`src/rtl/mmcm_drp_reconfig_pkg.sv`:
```
// Shared definitions for the MMCM DRP reconfiguration block.
//   - DRP register addresses and preserve masks for the CLKFBOUT and
//     loop-filter registers.
//   - err_code encodings.
//   - FSM state encodings. The VERIFY states exist only when
//     MMCM_DRP_VERIFY_EN is defined.
//   - Helper functions that map a register index (0..3) to its address,
//     its preserve mask and its new field bits.
package mmcm_drp_reconfig_pkg;

    localparam logic [6:0]  ADDR_CLKFB1 = 7'h14;
    localparam logic [6:0]  ADDR_CLKFB2 = 7'h15;
    localparam logic [6:0]  ADDR_FILT1  = 7'h4E;
    localparam logic [6:0]  ADDR_FILT2  = 7'h4F;

    localparam logic [15:0] MASK_CLKFB1 = 16'h1000;
    localparam logic [15:0] MASK_CLKFB2 = 16'hFC00;
    localparam logic [15:0] MASK_FILT1  = 16'h66FF;
    localparam logic [15:0] MASK_FILT2  = 16'h666F;

    localparam logic [1:0]  ERR_NONE = 2'd0;
    localparam logic [1:0]  ERR_MULT = 2'd1;
    localparam logic [1:0]  ERR_DRDY = 2'd2;
    localparam logic [1:0]  ERR_LOCK = 2'd3;

    localparam logic [3:0]  ST_IDLE       = 4'd0;
    localparam logic [3:0]  ST_LUT_WAIT   = 4'd1;
    localparam logic [3:0]  ST_RST_ASSERT = 4'd2;
    localparam logic [3:0]  ST_READ       = 4'd3;
    localparam logic [3:0]  ST_WAIT_RD    = 4'd4;
    localparam logic [3:0]  ST_WRITE      = 4'd5;
    localparam logic [3:0]  ST_WAIT_WR    = 4'd6;
    localparam logic [3:0]  ST_NEXT       = 4'd7;
    localparam logic [3:0]  ST_RELEASE    = 4'd8;
    localparam logic [3:0]  ST_WAIT_LOCK  = 4'd9;
`ifdef MMCM_DRP_VERIFY_EN
    localparam logic [3:0]  ST_VERIFY     = 4'd10;
    localparam logic [3:0]  ST_WAIT_VR    = 4'd11;
`endif

    function automatic logic [6:0] reg_addr(input logic [1:0] idx);
        case (idx)
            2'd0:    reg_addr = ADDR_CLKFB1;
            2'd1:    reg_addr = ADDR_CLKFB2;
            2'd2:    reg_addr = ADDR_FILT1;
            default: reg_addr = ADDR_FILT2;
        endcase
    endfunction

    function automatic logic [15:0] reg_mask(input logic [1:0] idx);
        case (idx)
            2'd0:    reg_mask = MASK_CLKFB1;
            2'd1:    reg_mask = MASK_CLKFB2;
            2'd2:    reg_mask = MASK_FILT1;
            default: reg_mask = MASK_FILT2;
        endcase
    endfunction

    // New field bits for register idx. The multiplier is split into high and
    // low counter times (hi = m>>1, lo = m-hi); odd multipliers set the edge
    // bit. nocnt is always 0 because m >= 2.
    function automatic logic [15:0] reg_new(input logic [1:0] idx,
                                            input logic [6:0] m,
                                            input logic [9:0] f);
        logic [6:0] h7;
        logic [6:0] l7;
        logic [5:0] hi;
        logic [5:0] lo;
        logic       edge_b;
        h7     = m >> 1;
        l7     = m - h7;
        hi     = h7[5:0];
        lo     = l7[5:0];
        edge_b = m[0];
        case (idx)
            2'd0:    reg_new = {4'b0000, hi, lo};
            2'd1:    reg_new = {8'h00, edge_b, 1'b0, 6'b000000};
            2'd2:    reg_new = {f[9], 2'b00, f[8], f[7], 2'b00, f[6], 8'h00};
            default: reg_new = {f[5], 2'b00, f[4], f[3], 2'b00, f[2], f[1], 7'h00};
        endcase
    endfunction

endpackage

```
`src/rtl/mmcm_drp_access.sv`:
```
// Single DRP access engine: issues one read or write and waits for drdy.
// Ports:
//   clk, rst          clock, synchronous active-high reset
//   req, we           one-cycle request (ignored while an access is pending)
//   addr, wdata       access address and write data
//   ack               high in the cycle drdy returns for the pending access
//   timeout           high in the cycle the wait budget runs out
//   rdata             read data, valid with ack
//   drp_*             MMCM DRP pins
// drdy seen while no access is pending (e.g. left over from before a reset)
// is ignored.
module mmcm_drp_access #(
    parameter int DRDY_TIMEOUT = 64
) (
    input  logic        clk,
    input  logic        rst,
    input  logic        req,
    input  logic        we,
    input  logic [6:0]  addr,
    input  logic [15:0] wdata,
    output logic        ack,
    output logic        timeout,
    output logic [15:0] rdata,
    output logic [6:0]  drp_daddr,
    output logic        drp_den,
    output logic        drp_dwe,
    output logic [15:0] drp_di,
    input  logic [15:0] drp_do,
    input  logic        drp_drdy
);

    localparam int CNT_W = $clog2(DRDY_TIMEOUT + 1);

    logic             pending;
    logic [CNT_W-1:0] cnt;

    assign ack     = pending & drp_drdy;
    assign timeout = pending & ~drp_drdy & (cnt == CNT_W'(DRDY_TIMEOUT - 1));
    assign rdata   = drp_do;

    always_ff @(posedge clk) begin
        if (rst) begin
            pending   <= 1'b0;
            cnt       <= '0;
            drp_den   <= 1'b0;
            drp_dwe   <= 1'b0;
            drp_daddr <= '0;
            drp_di    <= '0;
        end else begin
            drp_den <= 1'b0;
            drp_dwe <= 1'b0;
            if (req && !pending) begin
                drp_den   <= 1'b1;
                drp_dwe   <= we;
                drp_daddr <= addr;
                drp_di    <= wdata;
                pending   <= 1'b1;
                cnt       <= '0;
            end else if (pending) begin
                if (ack || timeout)
                    pending <= 1'b0;
                else
                    cnt <= cnt + CNT_W'(1);
            end
        end
    end

endmodule

```
`src/rtl/mmcm_drp_reconfig.sv`:
```
// MMCM CLKFBOUT / loop-filter reprogramming sequencer.
// On start: validate mult, look up the filter value, hold the MMCM in reset,
// read-modify-write registers 0x14, 0x15, 0x4E, 0x4F over DRP, release the
// reset and wait for lock.
// Optional build macro MMCM_DRP_VERIFY_EN: read each register back after its
// write and abort with err_code 2 on a mismatch.
// Ports:
//   clk, rst            clock, synchronous active-high reset
//   start, mult         request and CLKFBOUT multiplier (2..64)
//   busy, done, err     status; done/err are one-cycle pulses
//   err_code            1 bad mult, 2 drdy timeout/verify, 3 lock timeout
//   lut_divider         address to the external filter ROM
//   lut_value           filter ROM data (one cycle after lut_divider)
//   drp_*               MMCM DRP pins
//   mmcm_rst            MMCM reset
//   mmcm_locked         MMCM lock
module mmcm_drp_reconfig
    import mmcm_drp_reconfig_pkg::*;
#(
    parameter int DRDY_TIMEOUT = 64,
    parameter int LOCK_TIMEOUT = 1048576,
    parameter int RST_HOLD     = 8
) (
    input  logic        clk,
    input  logic        rst,
    input  logic        start,
    input  logic [6:0]  mult,
    output logic        busy,
    output logic        done,
    output logic        err,
    output logic [1:0]  err_code,
    output logic [6:0]  lut_divider,
    input  logic [9:0]  lut_value,
    output logic [6:0]  drp_daddr,
    output logic        drp_den,
    output logic        drp_dwe,
    output logic [15:0] drp_di,
    input  logic [15:0] drp_do,
    input  logic        drp_drdy,
    output logic        mmcm_rst,
    input  logic        mmcm_locked
);

    localparam int MAX_WAIT = (LOCK_TIMEOUT > RST_HOLD) ? LOCK_TIMEOUT : RST_HOLD;
    localparam int CNT_W    = $clog2(MAX_WAIT + 1);

    logic [3:0]       state;
    logic [CNT_W-1:0] cnt;
    logic [1:0]       idx;
    logic [6:0]       mult_r;
    logic [9:0]       filt;
    logic [15:0]      wr_val;

    logic             acc_req;
    logic             acc_we;
    logic             acc_ack;
    logic             acc_timeout;
    logic [15:0]      acc_rdata;

    always_comb begin
        acc_req = 1'b0;
        acc_we  = 1'b0;
        case (state)
            ST_READ:   acc_req = 1'b1;
            ST_WRITE: begin
                acc_req = 1'b1;
                acc_we  = 1'b1;
            end
`ifdef MMCM_DRP_VERIFY_EN
            ST_VERIFY: acc_req = 1'b1;
`endif
            default: ;
        endcase
    end

    mmcm_drp_access #(
        .DRDY_TIMEOUT(DRDY_TIMEOUT)
    ) u_access (
        .clk       (clk),
        .rst       (rst),
        .req       (acc_req),
        .we        (acc_we),
        .addr      (reg_addr(idx)),
        .wdata     (wr_val),
        .ack       (acc_ack),
        .timeout   (acc_timeout),
        .rdata     (acc_rdata),
        .drp_daddr (drp_daddr),
        .drp_den   (drp_den),
        .drp_dwe   (drp_dwe),
        .drp_di    (drp_di),
        .drp_do    (drp_do),
        .drp_drdy  (drp_drdy)
    );

    always_ff @(posedge clk) begin
        if (rst) begin
            state       <= ST_IDLE;
            busy        <= 1'b0;
            done        <= 1'b0;
            err         <= 1'b0;
            err_code    <= ERR_NONE;
            lut_divider <= 7'd1;
            mmcm_rst    <= 1'b0;
            cnt         <= '0;
            idx         <= 2'd0;
            mult_r      <= '0;
            filt        <= '0;
            wr_val      <= '0;
        end else begin
            done <= 1'b0;
            err  <= 1'b0;
            case (state)
                ST_IDLE: begin
                    if (start) begin
                        if (mult < 7'd2 || mult > 7'd64) begin
                            err      <= 1'b1;
                            err_code <= ERR_MULT;
                        end else begin
                            mult_r      <= mult;
                            lut_divider <= mult;
                            busy        <= 1'b1;
                            err_code    <= ERR_NONE;
                            cnt         <= '0;
                            state       <= ST_LUT_WAIT;
                        end
                    end
                end
                // ROM output is registered one cycle behind lut_divider,
                // so it is stable by the second LUT_WAIT cycle.
                ST_LUT_WAIT: begin
                    if (cnt == CNT_W'(1)) begin
                        filt     <= lut_value;
                        cnt      <= '0;
                        mmcm_rst <= 1'b1;
                        state    <= ST_RST_ASSERT;
                    end else begin
                        cnt <= cnt + CNT_W'(1);
                    end
                end
                ST_RST_ASSERT: begin
                    if (cnt == CNT_W'(RST_HOLD - 1)) begin
                        idx   <= 2'd0;
                        state <= ST_READ;
                    end else begin
                        cnt <= cnt + CNT_W'(1);
                    end
                end
                ST_READ: state <= ST_WAIT_RD;
                ST_WAIT_RD: begin
                    if (acc_timeout) begin
                        err      <= 1'b1;
                        err_code <= ERR_DRDY;
                        mmcm_rst <= 1'b0;
                        busy     <= 1'b0;
                        state    <= ST_IDLE;
                    end else if (acc_ack) begin
                        wr_val <= (acc_rdata & reg_mask(idx)) | reg_new(idx, mult_r, filt);
                        state  <= ST_WRITE;
                    end
                end
                ST_WRITE: state <= ST_WAIT_WR;
                ST_WAIT_WR: begin
                    if (acc_timeout) begin
                        err      <= 1'b1;
                        err_code <= ERR_DRDY;
                        mmcm_rst <= 1'b0;
                        busy     <= 1'b0;
                        state    <= ST_IDLE;
                    end else if (acc_ack) begin
`ifdef MMCM_DRP_VERIFY_EN
                        state <= ST_VERIFY;
`else
                        state <= ST_NEXT;
`endif
                    end
                end
`ifdef MMCM_DRP_VERIFY_EN
                ST_VERIFY: state <= ST_WAIT_VR;
                ST_WAIT_VR: begin
                    if (acc_timeout || (acc_ack && acc_rdata != wr_val)) begin
                        err      <= 1'b1;
                        err_code <= ERR_DRDY;
                        mmcm_rst <= 1'b0;
                        busy     <= 1'b0;
                        state    <= ST_IDLE;
                    end else if (acc_ack) begin
                        state <= ST_NEXT;
                    end
                end
`endif
                ST_NEXT: begin
                    if (idx == 2'd3) begin
                        state <= ST_RELEASE;
                    end else begin
                        idx   <= idx + 2'd1;
                        state <= ST_READ;
                    end
                end
                ST_RELEASE: begin
                    mmcm_rst <= 1'b0;
                    cnt      <= '0;
                    state    <= ST_WAIT_LOCK;
                end
                ST_WAIT_LOCK: begin
                    if (mmcm_locked) begin
                        done  <= 1'b1;
                        busy  <= 1'b0;
                        state <= ST_IDLE;
                    end else if (cnt == CNT_W'(LOCK_TIMEOUT - 1)) begin
                        err      <= 1'b1;
                        err_code <= ERR_LOCK;
                        busy     <= 1'b0;
                        state    <= ST_IDLE;
                    end else begin
                        cnt <= cnt + CNT_W'(1);
                    end
                end
                default: state <= ST_IDLE;
            endcase
        end
    end

endmodule

```
`config.mk`:
```
export PLATFORM = sky130hd
export DESIGN_NAME = mmcm_drp_reconfig
export DESIGN_NICKNAME = d
export VERILOG_FILES = /design/src/rtl/mmcm_drp_reconfig_pkg.sv /design/src/rtl/mmcm_drp_access.sv /design/src/rtl/mmcm_drp_reconfig.sv
export SDC_FILE = /design/constraint.sdc
export NUM_CORES = 1
export LEC_CHECK = 0
export CAP_MARGIN = 20
export CORE_UTILIZATION = 33
export CTS_BUF_LIST = sky130_fd_sc_hd__clkbuf_16
export DETAILED_ROUTE_END_ITERATION = 6
export SYNTH_ARGS = -nofsm -noshare
export SYNTH_HDL_FRONTEND = slang
export SYNTH_SLANG_ARGS = --single-unit
export TNS_END_PERCENT = 10
```
`constraint.sdc`:
```
create_clock -name clk -period 7.25 [get_ports clk]
set_clock_uncertainty 0.05 [all_clocks]
set_input_delay 2.175 -clock clk [delete_from_list [all_inputs] [get_ports clk]]
set_output_delay 2.175 -clock clk [all_outputs]
set_load 0.005 [all_outputs]
```
# Yosys cells after proc, flatten, opt, wreduce, memory -nomap -nowiden
# Cells that the tools add are included.
[classes]
n_reduce_logical = 25
magnitude_cmp = 2
mul = 0
div = 0
n_eq_ne = 29
add_sub_neg = 4
muxes = 60
shifts = 0
n_bitwise = 11
[ops]
columns = ["operator", "n"]
rows = [
  ["two-way mux 16 bit", 8],
  ["two-way mux 21 bit", 6],
  ["one-hot mux 21 bit (5 select lines)", 1],
  ["one-hot mux 16 bit (3 select lines)", 2],
  ["two-way mux 4 bit", 11],
  ["one-hot mux 4 bit (10 select lines)", 1],
  ["adder 21 x 1 -> 21 bit (second input constant)", 1],
  ["== test 21 x 1 -> 1 bit (second input constant)", 1],
  ["== test 21 x 20 -> 1 bit (second input constant)", 1],
  ["== test 21 x 3 -> 1 bit (second input constant)", 1],
  ["one-hot mux 7 bit (3 select lines)", 1],
  ["two-way mux 1 bit", 19],
  ["inequality test 2 bit (second input constant)", 9],
  ["bitwise AND 16 bit", 1],
  ["== test 4 x 3 -> 1 bit (second input constant)", 4],
  ["OR 16 bit", 1],
  ["two-way mux 2 bit", 6],
  ["AND reduction 3 bit", 4],
  ["AND reduction 5 bit", 2],
  ["OR reduction 2 bit", 5],
  ["one-hot mux 1 bit (3 select lines)", 3],
  ["== test 4 x 2 -> 1 bit (second input constant)", 2],
  ["== test 4 bit (second input constant)", 2],
  ["adder 7 x 1 -> 7 bit (second input constant)", 1],
  ["other kinds (26)", 38],
]
[word_totals]
mem_bits_rw = 0
reg_bits = 106
memories = 0
latchBits = 0
input_bits = 38
wordCells = 149
rom_bits = 0
output_inout_bits = 38

# Longest topological paths before layout
[depth]
ltp_word = 8
mapped_depth = 10
mapped_depth_nobuf = 10

# Hierarchy
# From an unflattened synthesis, not the netlist that was laid out.
[unflattened]
hier_cells = 605
area_unflattened_um2 = 5326.4
[modules_own_cells]
columns = ["mod", "cells_each", "n_inst", "area_each_um2", "seq_area_each_um2"]
rows = [
  ["mmcm_drp_reconfig", 490, 1, 4023.9, 1321.3],
  ["mmcm_drp_access", 115, 1, 1302.5, 660.6],
]

# Worst setup path before layout
# No wires, ideal clock.
[synth_path]
kind = "input-to-reg"
start = "in mult[1]"
end = "reg cnt[18]"
n_path_buf = 1
arrival_time_ns = 3.985
setup_slack_ns = 3.144
t_required_ns = 7.130
setup_ns = 0.070
stages = 7
path_cell_list = "nor3_1 -> and4_1 -> o31ai_1 -> or4b_4 -> buf_6 -> or4_1 -> a21oi_1"
[synth_via]
elab_chain_len = 4
elab_cells_between_ends = 5
cone_classes = "order compare (2); eq/ne (1); reduce/logical (2)"
[synth_lines]
columns = ["element", "line", "rtl"]
rows = [
  ["from (decl)", "mmcm_drp_reconfig.sv:27", "input logic [6:0] mult,"],
  ["less-than comparator 7 x 2 -> 1 bit / greater-than comparator 7 bit (equally long branches)", "mmcm_drp_reconfig.sv:116", "if (mult < 7'd2 || mult > 7'd64) begin"],
  ["logical OR 1 bit *", "mmcm_drp_reconfig.sv:116", ""],
  ["inequality test 2 bit (no source line) *", "--", ""],
  ["AND reduction 6 bit (no source line) *", "--", ""],
  ["to (signal assigned)", "mmcm_drp_reconfig.sv:138", "cnt <= cnt + CNT_W'(1);"],
  ["to (signal assigned)", "mmcm_drp_reconfig.sv:146", "cnt <= cnt + CNT_W'(1);"],
  ["to (signal assigned)", "mmcm_drp_reconfig.sv:216", "cnt <= cnt + CNT_W'(1);"],
  ["to (decl)", "mmcm_drp_reconfig.sv:48", "logic [CNT_W-1:0] cnt;"],
]
# Mark *: on every way between the ends. The rest lies on a longest branch, timed or not.
# A chain may end at the register's enable or synchronous reset.

# Worst setup path in the final report
[layout_path]
start = "in drp_drdy"
end = "reg state[1]"
[layout_via]
elab_chain_len = 5
elab_cells_between_ends = 10
cone_classes = "eq/ne (2); mux (3); bitwise (4); reduce/logical (1)"
[layout_lines]
columns = ["element", "line", "rtl"]
rows = [
  ["from (decl)", "mmcm_drp_reconfig.sv:39", "input logic drp_drdy,"],
  ["inverter 1 bit", "mmcm_drp_access.sv:38", "assign timeout = pending & ~drp_drdy & (cnt == CNT_W'(DRDY_TIMEOUT - 1));"],
  ["bitwise AND 1 bit (2 in a row)", "mmcm_drp_access.sv:38", ""],
  ["two-way mux 4 bit (tied with other cells)", "mmcm_drp_reconfig.sv:164", "if (acc_timeout) begin"],
  ["one-hot mux 4 bit (10 select lines) / AND reduction 7 bit (equally long branches)", "--", ""],
  ["to (signal assigned)", "mmcm_drp_reconfig.sv:162", "ST_WRITE: state <= ST_WAIT_WR;"],
  ["to (signal assigned)", "mmcm_drp_reconfig.sv:169", "state <= ST_IDLE;"],
  ["to (signal assigned)", "mmcm_drp_reconfig.sv:174", "state <= ST_NEXT;"],
  ["to (decl)", "mmcm_drp_reconfig.sv:47", "logic [3:0] state;"],
]
# Several ways; a longest one is shown, not always the timed one.

==> run metrics <==
CTS HTree Levels=3; vias=4357; largest net degree at the start of global routing=50; overall global routing resource usage=0.170; flop and latch count out of synthesis=96; CTS clk-pin slew, worst paths=0.08 ns; Design Area, Final=5860 sq um; diodes inserted=0; Final Util=0.419; DR vias/cell=5.31; drt total wl=12.3 mm; WL per Instance=14.9 microns; Layout Area Growth over Synthesis=22.6%; die height=122 microns; detailed-route DRC error count=0; syn nets=647; status=finished clean; PortBufs=72; unrepaired setup endpoints after global routing=false; global-route wire length before repair=19.9 mm; CP max FO=6; Worst IR Drop VDD=0.141 mV; initial antenna violation count=0; required time of the critical path=7.47 ns; full die area=15000 sq um; number of flops mapped to enable cells by yosys=0; Tmin final=approximately 4.6 ns; # hold bufs at CTS=0; fin crit share=0.631; worst slew pin tran=around 0.9 ns; Cell variety after synth=55; Setup crit start=drp_drdy; ys async rst share=0; flop-to-flop setup slack=4.18 ns; fin worst setup slack=approximately 2.7 ns; crit-path cells=clkdlybuf4s50_1 > nand4b_1 > o311ai_1 > a21oi_1 > a211oi_1 > nand2_1 > o41ai_2; critical path's largest stage delay=0.84 ns; sequential fraction of the synthesis area=0.402; average size of a mapped cell=8.07 sq um; Critical Path Sink=state[1]; Worst Setup End Kind=flop; max-slew violations=0; Pwr Density=251 nW/um^2; DIE WIDTH=122 microns; Sink Count=96; pre-CTS WS=2.32 ns; TritonRoute pass-1 iters=5; YS warnings=0; R2R Path End=cnt[18]; Placement Cell Area=5560 sq um; gpl congestion=between 0.8 and 0.9; clk buf depth=2; io pins=76; static leakage=2.01 nW; Setup TNS Final=0 ns; vias in the first global route=3916; Cells after Synth=592; reg2reg start=state[1]; CTS Buf Count=9; arrival time worst endpoint=4.79 ns; clk root buf=clkbuf_16; R2R depth=6; Worst Setup Path Type=input port to flop; FP Rows=43; number of DRC markers in iteration 0=~330; crit path launch type=input port; final hold violation count=0; DP HPWL=roughly 8.7 mm; Post-DRT Antenna Nets=0; Hold Crit Class=flop to flop; Nets=691; share of layout cells above drive strength 1=0.0499; critical path's slowest cell=o311ai_1; Mapped Area=4780 sq um; setup violators final=0; Max Freq=0.219 GHz; worst skew pair latency=0.36 ns; core area=around 14000 sq um; Synth Flop Type=dfxtp_1; Max Cap Viol=0; max_slew headroom=0.392; Post-CTS Setup Repair Bufs=0; post-CTS sizing=0; CTS tree=yes; Overflow after GRT=0; Starting Density=0.342
==> layout make-up <==
type / count / area, sq um
fillers: 1433 / 8130
well taps: 180 / 225
repair buffers: 77 / 753
multi-input cells: 436 / 2600
clock buffers: 9 / 225
inverters: 16 / 60.1
clock inverters: 7 / 76.3
flip-flops and latches: 96 / 1920
==> state kept, by name, indices dropped and copies added, names as in the netlist, 2 cells and up <==
signal	flops
state	4
wr_val	16
filt	9
u_access.drp_di	16
u_access.drp_daddr	4
err_code	2
u_access.cnt	7
cnt	21
idx	2
lut_divider	7
==> worst min-delay path by stage <==
| stage | startpoint | end | slack [ns] | cells past startpoint |
|---|---|---|---|---|
| 5_1_grt | u_access.drp_di[13] | u_access.drp_di[13] | 0.42 | 2 |
| 3_5_place_dp | wr_val[13] | u_access.drp_di[13] | 0.39 | 2 |
| 3_3_place_gp | u_access.drp_di[14] | u_access.drp_di[14] | 0.39 | 2 |
| 2_1_floorplan | wr_val[12] | u_access.drp_di[12] | 0.38 | 2 |
| 4_1_cts | wr_val[10] | u_access.drp_di[10] | 0.40 | 2 |
| 6_report | wr_val[10] | u_access.drp_di[10] | 0.40 | 2 |
==> metal layers <==
metal  GRT usage  wire (microns)
met4      0.0511             146
met1       0.240            5970
met5           0               0
met3      0.0409             613
met2       0.253            5540
==> metrics by stage <==
| step | hold slack [ns] | power, W | std cells |
|---|---|---|---|
| finish | 0.402 | 0.00147 | 821 |
| detailed placement | 0.394 | 0.00100 | 805 |
| global placement | 0.393 | 0.000988 | 805 |
| CTS | 0.404 | 0.00149 | 821 |
| global route | 0.424 | 0.00156 | 821 |
| floorplan | 0.381 | 0.000877 | 592 |
==> synth_stat cells (all sizes together) (4+ instances only) <==
cell / instances / share of area
dfxtp: 96 / 0.40
nand4: 6 / 0.0079
clkbuf: 28 / 0.022
inv: 16 / 0.013
and4: 4 / 0.0073
nor4: 9 / 0.012
mux2i: 18 / 0.038
buf: 16 / 0.023
o31ai: 4 / 0.0063
a221oi: 7 / 0.014
a211oi: 13 / 0.020
or3: 19 / 0.025
nand2: 64 / 0.050
or3b: 5 / 0.0092
or4: 4 / 0.0071
a21oi: 63 / 0.066
xor2: 6 / 0.011
a22oi: 9 / 0.014
ha: 16 / 0.042
nor3: 13 / 0.014
nor2: 75 / 0.059
nor2b: 9 / 0.012
nand3: 18 / 0.019
nand2b: 5 / 0.0065
o21ai: 28 / 0.029
==> logic make-up after synthesis <==
| family | after synthesis | synth area share |
|---|---|---|
| muxes | 18 | 0.0377 |
| other | 1 | 0.000785 |
| and+or+nand+nor | 245 | 0.250 |
| xor gates and xnor gates | 8 | 0.0147 |
| adders and majority gates | 17 | 0.0461 |
| DFF | 96 | 0.402 |
| AOI/OAI and AO/OA | 147 | 0.191 |
| buffers and inverters | 60 | 0.0573 |
==> critical path: cells and delay by family <==
| kind | cells | cell delay, ns |
|---|---|---|
| compound gates | 4 | 1.70 |
| simple gates | 2 | 0.44 |
| buf+inv | 1 | 0.48 |
==> power breakdown <==
part / leakage [nW] / internal [W] / switching (W)
registers: 0.775 / 0.000554 / 0.0000407
clock network: 0.149 / 0.000246 / 0.000236
logic: 1.08 / 0.000164 / 0.000231
total: 2.01 / 0.000965 / 0.000508
==> cells in the final DEF, fill, tap and decap left out, types with 5 or more instances in the layout <==
cell type / Yosys / routed
nand3_1: 18 / 18
a221oi_1: 6 / 6
a211oi_1: 13 / 13
buf_4: 10 / 5
clkbuf_16: 0 / 9
nor3_1: 13 / 13
or3_1: 19 / 19
dfxtp_1: 96 / 96
inv_1: 16 / 16
a21oi_1: 63 / 63
o21ai_0: 28 / 28
nor2b_1: 9 / 9
nor4_1: 9 / 7
nand2b_1: 5 / 5
mux2i_1: 18 / 18
nand2_1: 64 / 64
xor2_1: 6 / 6
nand4_1: 6 / 6
clkdlybuf4s50_1: 0 / 71
ha_1: 16 / 16
a22oi_1: 9 / 9
nor2_1: 75 / 75
(Power assumes the default switching activity.)
